<file path="src/rtl/uart_rx.sv">
// uart_rx: 8N1 UART receiver, LSB first, line idles high.
// The asynchronous serial input is double-flopped and then sampled on baud
// ticks produced at BAUD_RATE*OVERSAMPLING by a fractional phase accumulator,
// so non-integer clock/tick ratios hold the correct average bit period.
// Each good byte is delivered with a one-cycle o_rx_valid pulse. A low stop
// bit gives a one-cycle o_frame_err pulse instead, and o_rx_data is left alone.
// Optional build macro: UART_RX_PARITY_EN adds an even-parity bit between the
// data and stop bits and drives o_parity_err. Without it o_parity_err is tied low.
module uart_rx #(
  parameter int CLK_FREQ     = 100000000,
  parameter int BAUD_RATE    = 115200,
  parameter int OVERSAMPLING = 16
) (
  input  logic       i_clk,
  input  logic       i_aresetn,
  input  logic       i_rx_data,
  output logic [7:0] o_rx_data,
  output logic       o_rx_valid,
  output logic       o_frame_err,
  output logic       o_parity_err
);

  localparam int TW = $clog2(OVERSAMPLING);
  localparam logic [TW-1:0] MID  = TW'(OVERSAMPLING / 2 - 1);
  localparam logic [TW-1:0] LAST = TW'(OVERSAMPLING - 1);

  // The tick rate is computed in 64 bits so it cannot overflow, then cut down
  // to the accumulator width.
  localparam longint unsigned TICK_RATE = longint'(BAUD_RATE) * longint'(OVERSAMPLING);
  localparam logic [33:0] ACC_INC = 34'(TICK_RATE);
  localparam logic [33:0] ACC_MOD = 34'(CLK_FREQ);

  localparam logic [2:0] IDLE   = 3'd0;
  localparam logic [2:0] START  = 3'd1;
  localparam logic [2:0] DATA   = 3'd2;
  localparam logic [2:0] STOP   = 3'd4;
  localparam logic [2:0] BREAK  = 3'd5;
`ifdef UART_RX_PARITY_EN
  localparam logic [2:0] PARITY = 3'd3;
`endif

  logic [33:0]   acc;
  logic [33:0]   acc_sum;
  logic          baud_tick;
  logic          rx_meta;
  logic          rx_s;
  logic [2:0]    state;
  logic [TW-1:0] tick_cnt;
  logic [2:0]    bit_cnt;
  logic [7:0]    shifter;
`ifdef UART_RX_PARITY_EN
  logic          parity_bit;
  logic          parity_err_q;
`endif

  assign acc_sum = acc + ACC_INC;

  // Baud tick generator: one-cycle tick each time the phase accumulator wraps.
  // NOTE: every sequential block uses non-blocking (<=) assignments, so all
  // flops update together from the values they held before the clock edge.
  always_ff @(posedge i_clk or negedge i_aresetn) begin
    if (!i_aresetn) begin
      acc       <= '0;
      baud_tick <= 1'b0;
    end else if (acc_sum >= ACC_MOD) begin
      acc       <= acc_sum - ACC_MOD;
      baud_tick <= 1'b1;
    end else begin
      acc       <= acc_sum;
      baud_tick <= 1'b0;
    end
  end

  // Two-flop synchronizer. It resets to the idle-high line level so that
  // leaving reset can never look like a start bit.
  always_ff @(posedge i_clk or negedge i_aresetn) begin
    if (!i_aresetn) begin
      rx_meta <= 1'b1;
      rx_s    <= 1'b1;
    end else begin
      rx_meta <= i_rx_data;
      rx_s    <= rx_meta;
    end
  end

  // Receive FSM with registered output pulses. Every state decision is made
  // on a baud tick, using the synchronized line value.
  always_ff @(posedge i_clk or negedge i_aresetn) begin
    if (!i_aresetn) begin
      state        <= IDLE;
      tick_cnt     <= '0;
      bit_cnt      <= '0;
      // NOTE: the shifter is a plain register, not a memory, so resetting it
      // costs nothing and keeps its contents known after reset.
      shifter      <= '0;
      o_rx_data    <= '0;
      o_rx_valid   <= 1'b0;
      o_frame_err  <= 1'b0;
`ifdef UART_RX_PARITY_EN
      parity_bit   <= 1'b0;
      parity_err_q <= 1'b0;
`endif
    end else begin
      // Pulses default low and are raised only in the cycle they apply to.
      o_rx_valid   <= 1'b0;
      o_frame_err  <= 1'b0;
`ifdef UART_RX_PARITY_EN
      parity_err_q <= 1'b0;
`endif
      if (baud_tick) begin
        case (state)
          IDLE: begin
            if (!rx_s) begin
              tick_cnt <= '0;
              state    <= START;
            end
          end
          START: begin
            if (tick_cnt == MID) begin
              if (!rx_s) begin
                tick_cnt <= '0;
                bit_cnt  <= '0;
                state    <= DATA;
              end else begin
                // The line went high again before mid-bit, so this was a glitch.
                state <= IDLE;
              end
            end else begin
              tick_cnt <= tick_cnt + 1'b1;
            end
          end
          DATA: begin
            if (tick_cnt == LAST) begin
              shifter  <= {rx_s, shifter[7:1]};
              tick_cnt <= '0;
              if (bit_cnt == 3'd7) begin
`ifdef UART_RX_PARITY_EN
                state <= PARITY;
`else
                state <= STOP;
`endif
              end else begin
                bit_cnt <= bit_cnt + 3'd1;
              end
            end else begin
              tick_cnt <= tick_cnt + 1'b1;
            end
          end
`ifdef UART_RX_PARITY_EN
          PARITY: begin
            if (tick_cnt == LAST) begin
              parity_bit <= rx_s;
              tick_cnt   <= '0;
              state      <= STOP;
            end else begin
              tick_cnt <= tick_cnt + 1'b1;
            end
          end
`endif
          STOP: begin
            if (tick_cnt == LAST) begin
              tick_cnt <= '0;
              if (rx_s) begin
                o_rx_data  <= shifter;
                o_rx_valid <= 1'b1;
`ifdef UART_RX_PARITY_EN
                parity_err_q <= ^{shifter, parity_bit};
`endif
                // Returning to IDLE at the stop-bit centre lets a start bit
                // that follows straight after be caught without losing a frame.
                state <= IDLE;
              end else begin
                o_frame_err <= 1'b1;
                state       <= BREAK;
              end
            end else begin
              tick_cnt <= tick_cnt + 1'b1;
            end
          end
          BREAK: begin
            // A line held low is never taken as a new start bit.
            if (rx_s) state <= IDLE;
          end
          default: state <= IDLE;
        endcase
      end
    end
  end

`ifdef UART_RX_PARITY_EN
  assign o_parity_err = parity_err_q;
`else
  assign o_parity_err = 1'b0;
`endif

endmodule

</file>
<file path="config.mk">
export PLATFORM = sky130hd
export DESIGN_NAME = uart_rx
export DESIGN_NICKNAME = d
export VERILOG_FILES = /design/src/rtl/uart_rx.sv
export SDC_FILE = /design/constraint.sdc
export NUM_CORES = 1
export LEC_CHECK = 0
export CORE_MARGIN = 2
export CORE_UTILIZATION = 43
export DETAILED_ROUTE_END_ITERATION = 7
export GPL_ROUTABILITY_DRIVEN = 0
export GPL_TIMING_DRIVEN = 0
export HOLD_SLACK_MARGIN = 0.03
export PLACE_DENSITY_LB_ADDON = 0.2
export SYNTH_ARGS = -nofsm -noshare
export SYNTH_HDL_FRONTEND = slang
export SYNTH_SLANG_ARGS = --single-unit
export TNS_END_PERCENT = 20
</file>
<file path="constraint.sdc">
create_clock -name i_clk -period 2.73 [get_ports i_clk]
set_clock_uncertainty 0.05 [all_clocks]
set_input_delay 0.4095 -clock i_clk [delete_from_list [all_inputs] [get_ports i_clk]]
set_output_delay 0.4095 -clock i_clk [all_outputs]
set_load 0.01 [all_outputs]
</file>
# ---- Word level (Yosys, flattened, before mapping)
# Index checks and enable logic that the tools add are counted.
dict set report op_classes {
  magnitude_cmp 1
  n_addsub 4
  mux 28
  reduce_logical 9
  eq_ne 15
}
# operator n
set ops {}
lappend ops {{$add 34x21->34 const B} 1}
lappend ops {{$ge 34x27->1 const B} 1}
lappend ops {{$mux 34} 1}
lappend ops {{$sub 34x27->34 const B} 1}
lappend ops {{$mux 3} 11}
lappend ops {{$ne 2x2->1 const B} 8}
lappend ops {{$pmux 3 s5} 1}
lappend ops {{$mux 4} 3}
lappend ops {{$pmux 4 s3} 1}
lappend ops {{$eq 3x3->1 const B} 3}
lappend ops {{$mux 1} 9}
lappend ops {{$reduce_and 7->1} 1}
lappend ops {{$pmux 3 s2} 1}
lappend ops {{$reduce_and 6->1} 1}
lappend ops {{$add 4x1->4 const B} 1}
lappend ops {{$eq 4x3->1 const B} 1}
lappend ops {{$eq 4x4->1 const B} 1}
lappend ops {{$reduce_and 4->1} 1}
lappend ops {{$add 3x1->3 const B} 1}
lappend ops {{$eq 3x1->1 const B} 1}
lappend ops {{$eq 3x2->1 const B} 1}
lappend ops {{$logic_not 3->1} 1}
lappend ops {{$reduce_and 3->1} 1}
lappend ops {{$reduce_bool 3->1} 1}
lappend ops {{other kinds (4)} 4}
dict set report totals {
  ff_bits 65
  output_inout_bits 11
  word_cells 68
  inputBits 3
}

# ---- Depth between registers and ports, before layout
# Gate-level depths: netlist of the first run.
dict set report depth {
  ltp_word 4
  mapped_depth 11
  depth_no_buf 9
}

# ---- Worst setup path after synthesis of the first run
# OpenSTA, ideal clock, no wires.
dict set report synth_timing {
  path_kind {register to register}
  startpoint {reg acc[14]}
  endpoint {reg acc[33]}
  period_less_slack_ns 2.708
  setup_ns 0.125
  slack_ns 0.022
  required_time_ns 2.555
  path_stages_with_launch 12
  t_arrival_ns 2.533
  path_buffers 2
  path_cell_list {dfrtp_1 > ha_1 > buf_2 > nand4_2 > a21boi_1 > mux2_2 > a211oi_4 > a31oi_1 > o211ai_2 > buf_6 > nand4_1 > xnor2_1}
}
dict set report synth_between {
  elab_chain_cells 3
  word_cells_on_any_way 4
  cone_classes {add/sub: 2; order compare: 1; mux: 1}
}
# item line
set synth_rtl {}
lappend synth_rtl {{start: declaration} 42} ;# logic [33:0] acc;
lappend synth_rtl {{start signal: assignment} 66} ;# acc <= acc_sum - ACC_MOD;
lappend synth_rtl {{start signal: assignment} 69} ;# acc <= acc_sum;
lappend synth_rtl {{$add 34x21->34 *} 56} ;# assign acc_sum = acc + ACC_INC;
lappend synth_rtl {{$sub 34x27->34 / $ge 34x27->1 (equally long branches)} {66, 65}}
lappend synth_rtl {{$mux 34 *} 65} ;# end else if (acc_sum >= ACC_MOD) begin
# Mark *: on every way between the ends. The rest lies on a longest branch, timed or not.
# A chain may end at the register's enable or synchronous reset.

# ---- Worst setup path after layout of the first run
dict set report layout_timing {
  startpoint {reg acc[13]}
  endpoint {reg acc[15]}
}
# Same word-level chain as after synthesis.

==> metrics.md, run 1 <==
| Metric | Value |
|---|---|
| Most used flip-flop cell after synthesis | dfrtp_1 |
| Final setup viols | 0 |
| Hold WC Path Type | in2async |
| Top cells by count, synth | dfrtp_1, nand2_1, xnor2_1 |
| Vias per inst | 5.53 |
| Flop-to-flop setup slack | 20 ps |
| Port Buffers | 12 |
| Placed Instances | 469 |
| Post-synth EDFFs | 0 |
| DR iter-0 viols | 126 |
| Layout cells sized above 1 | 0.272 |
| Sequence of cells on the critical path | ha_2 -> buf_6 -> nand4_4 -> buf_4 -> nand2_2 -> nand3_1 -> xor2_1 -> and4_1 -> o211ai_2 -> buf_6 -> buf_4 -> nor2b_1 -> xnor2_1 |
| # H-tree levels | 3 |
| Kind of cell adding the most delay to the critical path | simple AND/OR/NAND/NOR gates |
| CP peak stage delay | 380 ps |
| DR WL/cell | 15.3 um |
| Final global-route overflow total | 0 |
| CP Data Arrival Time | 2880 ps |
| Initial antenna violation count | 0 |
| XOR/XNOR Fraction of Synth Area | 0.0993 |
| Crit. End Element | register |
| Core ar. | 7730 um2 |
| Area share of the largest cell type after synthesis | 0.400 |
| I/O pins | 14 |
| Syn Std Cell Area | 3440 um2 |
| Crit Path Max Fanout | 7 |
| DR vias | 2,784 |
| NetSw | 408 uW |
| Worst path buffer plus inverter count | 4 |
| Routing usage on met3 | 0.0387 |
| YS warnings | 0 |
| PwrDens | 435 nW/um2 |
| Multiplexer share of the synthesized area | 0.0651 |
| Synth Area in Adders | 0.0255 |
| Switching Share | 0.217 |
| First-pass GRT wire length | 12,500 um |
| Clock buffer depth | 2 |
| Setup TNS | 0 ps |
| Layout area overhead | 25.5% |
| Diode count | 0 |
| Final antenna-violating net count | 0 |
| CP Launch Point | acc[13] |
| Die area | 8730 um2 |
| Count leader, synth | dfrtp_1 |
| Final Routed Wirelength | 7680 um |
| Busiest grt layer | met2 |
| Skew-Pair Late Insertion Delay | 340 ps |
| Die span in x | 93.4 um |
| Net Count, Synth | 364 |
| F_max | 368 MHz |
| Non-filler cells, final | 503 |
| Status | finished clean |
| Post-synth top area cell | dfrtp_1 |
| CTS Root Buffer Type | clkbuf_8 |
| FF-to-FF path depth | 13 |
| Worst Path Required | 2900 ps |
| Post-synthesis register bit count | 57 |
| DR pass1 iterations | 6 |
| Seq pwr share | 0.452 |
| Crit Reg-Reg Endpoint | acc[15] |
| Tightest Pin Transition | 1140 ps |
| Rows | 32 |
| Yosys cell types | 65 |
| Clock power share | 0.534 |
| Clock transition at path regs | 80 ps |
| Post-Synth Simple-Gate Area | 0.202 |
| Synth Area in Compound Gates | 0.155 |
| Comb pwr share | 0.014 |
| Max-slew headroom | 0.231 |
| Critical path class | reg2reg |
| Post-synthesis area per instance | 9.71 um2 |
| Peak supply drop | 0.000261 V |
| Met2 usage | 0.303 |
| Proportion of synthesized flip-flops having asynchronous set or reset | 1.00 |
| Nets | 406 |
| Slowest CP cell | dfrtp_1 |
| Starting Density | 0.445 |
| CTS Hold Bufs | 0 |
| Register area share after synthesis | 0.416 |
| Cell-internal power | 1470 uW |
| Tcrit/Tclk final | 0.994 |
| Post-Synthesis Cells | 354 |
| Critical path startpoint category | register |
| RSZ-0062 raised after global routing | true |
| Clk sink count | 57 |
| Tot Pwr | 1880 uW |
| Vias in the first global route | 2,575 |
| Synth top area cells | dfrtp_1, xnor2_1, mux2_2 |
| Global Route Usage Sum | 0.181 |
| Total CTS buffers | 9 |
| CTS tree | yes |
| DRC | 0 |
| Largest net degree at the start of global routing | 32 |
| Pleak | 0.00176 uW |
| Post-DP HPWL | 4930 um |
| # Max-Cap Violations | 0 |
| Final min period | 2710 ps |
| Max-slew violation count | 0 |
| Final hold violations | 0 |
| Die Y | 93.4 um |
| Main combinational cell family by area after synthesis | simple AND/OR/NAND/NOR gates |
| Reg2reg start | acc[13] |
| M1 GR Usage | 0.233 |
cells by family (layout without fill, tap and decap cells):
| logic type | after synthesis | in the layout |
|---|---|---|
| multiplexers | 20 | 20 |
| XOR/XNOR | 39 | 39 |
| adder cells (fa/ha/maj) | 7 | 7 |
| other | 1 | 1 |
| AO/OA/AOI/OAI | 76 | 76 |
| buffers and inverters | 27 | 74 |
| AND/OR/NAND/NOR | 127 | 127 |
| flip-flops | 57 | 57 |
power by group through the flow:
| stage | Sequential, uW | Combinational (uW) | Clock (uW) |
|---|---|---|---|
| floorplan | 864 | 3.61 | 0 |
| global placement | 865 | 24.1 | 0 |
| detailed placement | 865 | 27.4 | 0 |
| CTS | 848 | 27.4 | 1030 |
| global route | 849 | 30.9 | 1060 |
| finish | 848 | 25.7 | 1000 |
worst max path at each step:
stage	slack, ps	cells after the start	end
after floorplan	20	11	acc[33]
after global placement	-640	1	acc[24]
after detailed placement	-540	11	acc[33]
after CTS	-40	9	acc[31]
after global routing	-130	12	acc[15]
final	20	13	acc[15]
layout by cell type, fill, tap and decap left out, types with 4 or more instances in the layout:
cell and instances:
a21oi_1 13, and2_1 7, buf_2 5, buf_4 17
buf_6 4, clkbuf_1 6, clkbuf_8 9, clkdlybuf4s50_1 11
dfrtp_1 53, ha_1 5, inv_1 9, mux2_2 18
nand2_1 33, nand2b_1 5, nand3_1 13, nand4_1 4
nor2_1 18, nor3_1 7, nor3_2 6, o21ai_0 14
o21ai_1 4, or3_1 4, xnor2_1 27, xor2_1 10
metrics by stage:
stage,hold slack (ps),setup WS [ps],util,area [um2]
finish,40.1,16.2,0.558,4310
global route,97.4,-130,0.558,4310
CTS,61.5,-38.1,0.527,4070
detailed placement,299,-542,0.479,3700
global placement,299,-644,0.477,3690
floorplan,63.9,22.0,-,3440
area by class of cell:
class / instances / area, um2
fillers: 664 / 3410
multi-input cells: 270 / 2070
flip-flops and latches: 57 / 1430
repair buffers: 31 / 295
well taps: 102 / 128
clock inverters: 7 / 125
clock buffers: 9 / 124
plain buffers: 17 / 108
inverters: 10 / 37.5
per-layer routing:
layer  wire, um  share of wire
met1       3540           0.46
met2       3810           0.50
met3        239          0.031
met4         90          0.012
met5          0              0
timing repair:
item | CTS | global route
endpoints found under the setup margin | 27 | 32
gates cloned | 0 | 1
gates resized for setup | 17 | 35
pin swaps | 4 | 9
setup buffers | 7 | 10
hold endpoints to repair | 0 | 0
flip-flops by register name, summed over array words and instances, names as in the netlist, 3 cells and up:
register / cells
acc: 26
bit_cnt: 3
o_rx_data: 8
shifter: 8
state: 3
tick_cnt: 4
Note: power is estimated with default switching activity, not from simulation.
==> run 2, diff against run 1 <==
--- a/config.mk
+++ b/config.mk
@@ -12,6 +12,7 @@
 export GPL_TIMING_DRIVEN = 0
 export HOLD_SLACK_MARGIN = 0.03
 export PLACE_DENSITY_LB_ADDON = 0.2
+export SETUP_SLACK_MARGIN = 0.05
 export SYNTH_ARGS = -nofsm -noshare
 export SYNTH_HDL_FRONTEND = slang
 export SYNTH_SLANG_ARGS = --single-unit
==> metrics.md, run 2 (synthesis results as in run 1) <==
| Metric | Value |
|---|---|
| Placed Instances | 469 |
| Final min period | 2690 ps |
| Tightest Pin Transition | 1110 ps |
| Layout cells sized above 1 | 0.266 |
| Dpl ws | -572 ps |
| DR iter-0 viols | 86 |
| Pleak | 0.00171 uW |
| Port Buffers | 12 |
| Vias in the first global route | 2,671 |
| CTS Root Buffer Type | clkbuf_8 |
| Global Route Usage Sum | 0.182 |
| Slowest CP cell | or3_4 |
| CP peak stage delay | 360 ps |
| # H-tree levels | 3 |
| Max-slew violation count | 0 |
| Largest regs | acc (26), o_rx_data (8), shifter (8) |
| Final worst slack | 40.7 ps |
| Crit Path Max Fanout | 10 |
| Die span in x | 93.4 um |
| Setup TNS | 0 ps |
| Status | finished clean |
| Die Y | 93.4 um |
| F_max | 372 MHz |
| I/O pins | 14 |
| Max-slew headroom | 0.253 |
| DR WL/cell | 14.7 um |
| Starting Density | 0.445 |
| Die area | 8730 um2 |
| Worst Path Required | 2890 ps |
| Hold WC Path Type | reg2reg |
| Tot Pwr | 1670 uW |
| Final antenna-violating net count | 0 |
| Most frequent cells in the layout | dfrtp_1, nand2_1, xnor2_1 |
| DR vias | 2,728 |
| Vias per inst | 5.45 |
| Crit. End Element | register |
| Layout area overhead | 22.6% |
| Commonest non-fill, non-tap cell in the layout | dfrtp_1 |
| WHS Path Cells | 0 |
| Final global-route overflow total | 0 |
| Busiest grt layer | met2 |
| CP Data Arrival Time | 2850 ps |
| Max FFs per register | 26 |
| # Max-Cap Violations | 0 |
| Critical path class | reg2reg |
| Post-DP HPWL | 4860 um |
| Core ar. | 7730 um2 |
| Clk sink count | 57 |
| Final setup viols | 0 |
| Routing usage on met3 | 0.0427 |
| M1 GR Usage | 0.230 |
| Non-filler cells, final | 501 |
| Worst path buffer plus inverter count | 3 |
| Total CTS buffers | 9 |
| Rows | 32 |
| PwrDens | 397 nW/um2 |
| DR pass1 iterations | 4 |
| Clock buffer depth | 2 |
| Flop-to-flop setup slack | 40 ps |
| Diode count | 0 |
| Final Routed Wirelength | 7350 um |
| CTS tree | yes |
| Met2 usage | 0.302 |
| Reg with most FFs | acc |
| Stages on the worst setup path | 11 |
| First-pass GRT wire length | 12,600 um |
| RSZ-0062 raised after global routing | true |
| Initial antenna violation count | 0 |
| Kind of cell adding the most delay to the critical path | compound AO/OA/AOI/OAI gates |
| Clock transition at path regs | 70 ps |
| DRC | 0 |
| Largest net degree at the start of global routing | 34 |
| FF-to-FF path depth | 11 |
| Nets | 404 |
| Final hold violations | 0 |
| Peak supply drop | 0.000221 V |
| Tcrit/Tclk final | 0.985 |
| Skew-Pair Late Insertion Delay | 340 ps |
| Sequence of cells on the critical path | buf_2 -> or3_4 -> nor4_2 -> a311oi_2 -> a211oi_4 -> a31oi_4 -> o211ai_2 -> buf_6 -> buf_4 -> nand2_1 -> xnor2_1 |
| Critical path startpoint category | register |
run 2: cell types whose count changed in the layout (fill, tap and decap cells not counted), moves of 2 or more:
cell and change:
inv_6 -2, clkinv_2 +2, o21ai_0 +2, clkinv_4 -2
buf_6 -2, clkinvlp_4 +2, bufinv_16 -2
run 2: area by class of cell:
| cell class | count | area [um2] |
|---|---|---|
| Clock buffer | 11 | 141 |
| Tap cell | 102 | 128 |
| Clock inverter | 5 | 55.1 |
| Fill cell | 690 | 3510 |
| Timing Repair Buffer | 29 | 262 |
| Buffer | 17 | 106 |
| Inverter | 10 | 37.5 |
| Multi-Input combinational cell | 270 | 2050 |
| Sequential cell | 57 | 1430 |
run 2: repair_timing:
action                                 4_1_cts  5_1_grt
hold buffers                                 1        0
buffers inserted                            12        3
pin swaps                                    8        5
gates resized for setup                     22       21
endpoints found under the hold margin        1        0
setup endpoints to repair                   27       34
run 2: worst paths after layout:
kind,start,to
min in group asynchronous,i_aresetn,tick_cnt[3]
setup reg to reg,acc[18],acc[10]
hold reg to reg,rx_meta,rx_s
hold / removal,rx_meta,rx_s
max in group asynchronous,i_aresetn,acc[24]
setup / recovery,acc[18],acc[10]
run 2: through the flow:
step / hold slack, ps / util / area [um2]
2_1_floorplan: 63.9 / - / 3450
3_3_place_gp: 298 / 0.479 / 3700
3_5_place_dp: 301 / 0.481 / 3710
4_1_cts: 320 / 0.531 / 4100
5_1_grt: 319 / 0.545 / 4220
6_report: 319 / 0.545 / 4220
run 2: layer usage:
metal / up-vias / share of wire
met5: - / 0
met4: 0 / 0.013
met3: 9 / 0.037
met2: 51 / 0.49
met1: 1324 / 0.46
li1: 1344 / -
run 2: power by group:
group / internal, uW / switching (uW)
Clock: 443 / 354
Sequential: 847 / 2.07
Combinational: 7.34 / 19.4
==> run 3, diff against run 2 <==
--- a/config.mk
+++ b/config.mk
@@ -13,6 +13,7 @@
 export HOLD_SLACK_MARGIN = 0.03
 export PLACE_DENSITY_LB_ADDON = 0.2
 export SETUP_SLACK_MARGIN = 0.05
+export SLEW_MARGIN = 20
 export SYNTH_ARGS = -nofsm -noshare
 export SYNTH_HDL_FRONTEND = slang
 export SYNTH_SLANG_ARGS = --single-unit
==> metrics.md, run 3 (synthesis results as in run 1) <==
| Metric | Value |
|---|---|
| Fill count | 682 |
| Final Routed Wirelength | 7220 um |
| Critical path class | reg2reg |
| Clock transition at path regs | 70 ps |
| Die span in x | 93.4 um |
| Max-slew violation count | 0 |
| First-pass GRT wire length | 12,100 um |
| Rows | 32 |
| I/O pins | 14 |
| Port Buffers | 12 |
| F_max | 370 MHz |
| Tot Pwr | 1850 uW |
| Die area | 8730 um2 |
| DR WL/cell | 14.4 um |
| Hold WC Path Type | reg2reg |
| Most frequent cells in the layout | dfrtp_1, nand2_1, xnor2_1 |
| Worst Path Required | 2900 ps |
| Final global-route overflow total | 0 |
| Crit. End Element | register |
| DRC | 0 |
| Peak supply drop | 0.000241 V |
| Diode count | 0 |
| Reg2reg start | acc[19] |
| Layout cells sized above 1 | 0.258 |
| # H-tree levels | 3 |
| Reg with most FFs | acc |
| CTS tree | yes |
| Starting Density | 0.445 |
| Tightest Pin Transition | 701 ps |
| Worst path buffer plus inverter count | 2 |
| Final min period | 2700 ps |
| Placed inst area | 3720 um2 |
| PwrDens | 431 nW/um2 |
| Final antenna-violating net count | 0 |
| Slowest CP cell | dfrtp_2 |
| Max FFs per register | 26 |
| Crit Path Max Fanout | 10 |
| Sequence of cells on the critical path | or3_4 -> nor4_4 -> a311oi_2 -> a211oi_4 -> a31oi_4 -> o211ai_2 -> buf_6 -> buf_12 -> nand4_1 -> xnor2_1 |
| Design area | 4290 um2 |
| CTS Root Buffer Type | clkbuf_8 |
| DR vias | 2,733 |
| Clock buffer depth | 2 |
| Post-DP HPWL | 4810 um |
| DR iter-0 viols | 118 |
| CP peak stage delay | 460 ps |
| CP Launch Point | acc[19] |
| Vias per inst | 5.44 |
| CP Data Arrival Time | 2870 ps |
| Status | finished clean |
| DR pass1 iterations | 4 |
| Skew-Pair Late Insertion Delay | 330 ps |
| Tcrit/Tclk final | 0.989 |
| Clk sink count | 57 |
| Pleak | 0.00174 uW |
| Kind of cell adding the most delay to the critical path | compound AO/OA/AOI/OAI gates |
| Commonest non-fill, non-tap cell in the layout | dfrtp_1 |
| Critical path startpoint category | register |
| Die Y | 93.4 um |
| Final setup viols | 0 |
| Reg area | 1430 um2 |
| Global Route Usage Sum | 0.177 |
| Layout area overhead | 24.7% |
| Beginning of the worst hold path | rx_meta |
| Core ar. | 7730 um2 |
| Final hold violations | 0 |
| RSZ-0062 raised after global routing | true |
| Largest net degree at the start of global routing | 34 |
| Worst hold margin | 309 ps |
| Vias in the first global route | 2,607 |
| Multi-input gate area | 2060 um2 |
| Largest regs | acc (26), o_rx_data (8), shifter (8) |
| Nets | 405 |
| Initial antenna violation count | 0 |
| # Max-Cap Violations | 0 |
| Total CTS buffers | 9 |
| Max-slew headroom | 0.530 |
[run 3: cell types whose count changed in the layout (fill, tap and decap cells not counted), sizes merged]
cell,before,now
clkinv,2,1
buf,26,27
bufinv,1,3
clkinvlp,2,1
[run 3: path summary, 6_finish.rpt]
kind | end | slack [ps] | cells after the start
worst min register to register | rx_s | 310 | 0
min in group asynchronous | tick_cnt[3] | 470 | 2
max in group asynchronous | acc[24] | 1670 | 3
worst max-delay path | acc[33] | 30 | 10
worst max register to register | acc[33] | 30 | 10
worst min-delay path | rx_s | 310 | 0
[run 3: report_power, final]
| part | internal [uW] | switching [uW] | total (uW) |
|---|---|---|---|
| clock network | 630 | 340 | 970 |
| registers | 847 | 2.08 | 849 |
| logic | 7.81 | 19.4 | 27.2 |
| total | 1490 | 361 | 1850 |
[run 3: layout make-up]
| cell class | instances | area share |
|---|---|---|
| plain buffers | 17 | 0.0263 |
| clock buffers | 11 | 0.0330 |
| clock inverters | 5 | 0.0239 |
| inverters | 10 | 0.00876 |
| multi-input cells | 270 | 0.480 |
| flip-flops and latches | 57 | 0.334 |
| well taps | 102 | 0.0298 |
| repair buffers | 30 | 0.0642 |
[run 3: through the flow]
step / TNS [ps] / setup WS (ps) / std cells / util
2_1_floorplan: 0 / 76.2 / 354 / -
3_3_place_gp: -46200 / -636 / 468 / 0.479
3_5_place_dp: -11770 / -580 / 469 / 0.482
4_1_cts: 0 / 38.1 / 498 / 0.538
5_1_grt: -1980 / -151 / 502 / 0.555
6_report: 0 / 29.2 / 502 / 0.555
[run 3: repair_timing]
action | 4_1_cts | 5_1_grt
gates resized for setup | 21 | 23
hold endpoints to repair | 22 | 0
cloned | 0 | 0
setup buffers | 12 | 4
pin swaps | 9 | 8
hold buffers | 1 | 0
setup endpoints to repair | 27 | 26
[run 3: layer usage]
| metal | wire length, um | track usage | part of all wire | vias to the layer above |
|---|---|---|---|---|
| met3 | 336 | 0.0500 | 0.047 | 7 |
| li1 | - | - | - | 1346 |
| met4 | 80 | 0.0539 | 0.011 | 0 |
| met2 | 3530 | 0.293 | 0.49 | 52 |
| met1 | 3270 | 0.224 | 0.45 | 1328 |
| met5 | 0 | 0 | 0 | - |
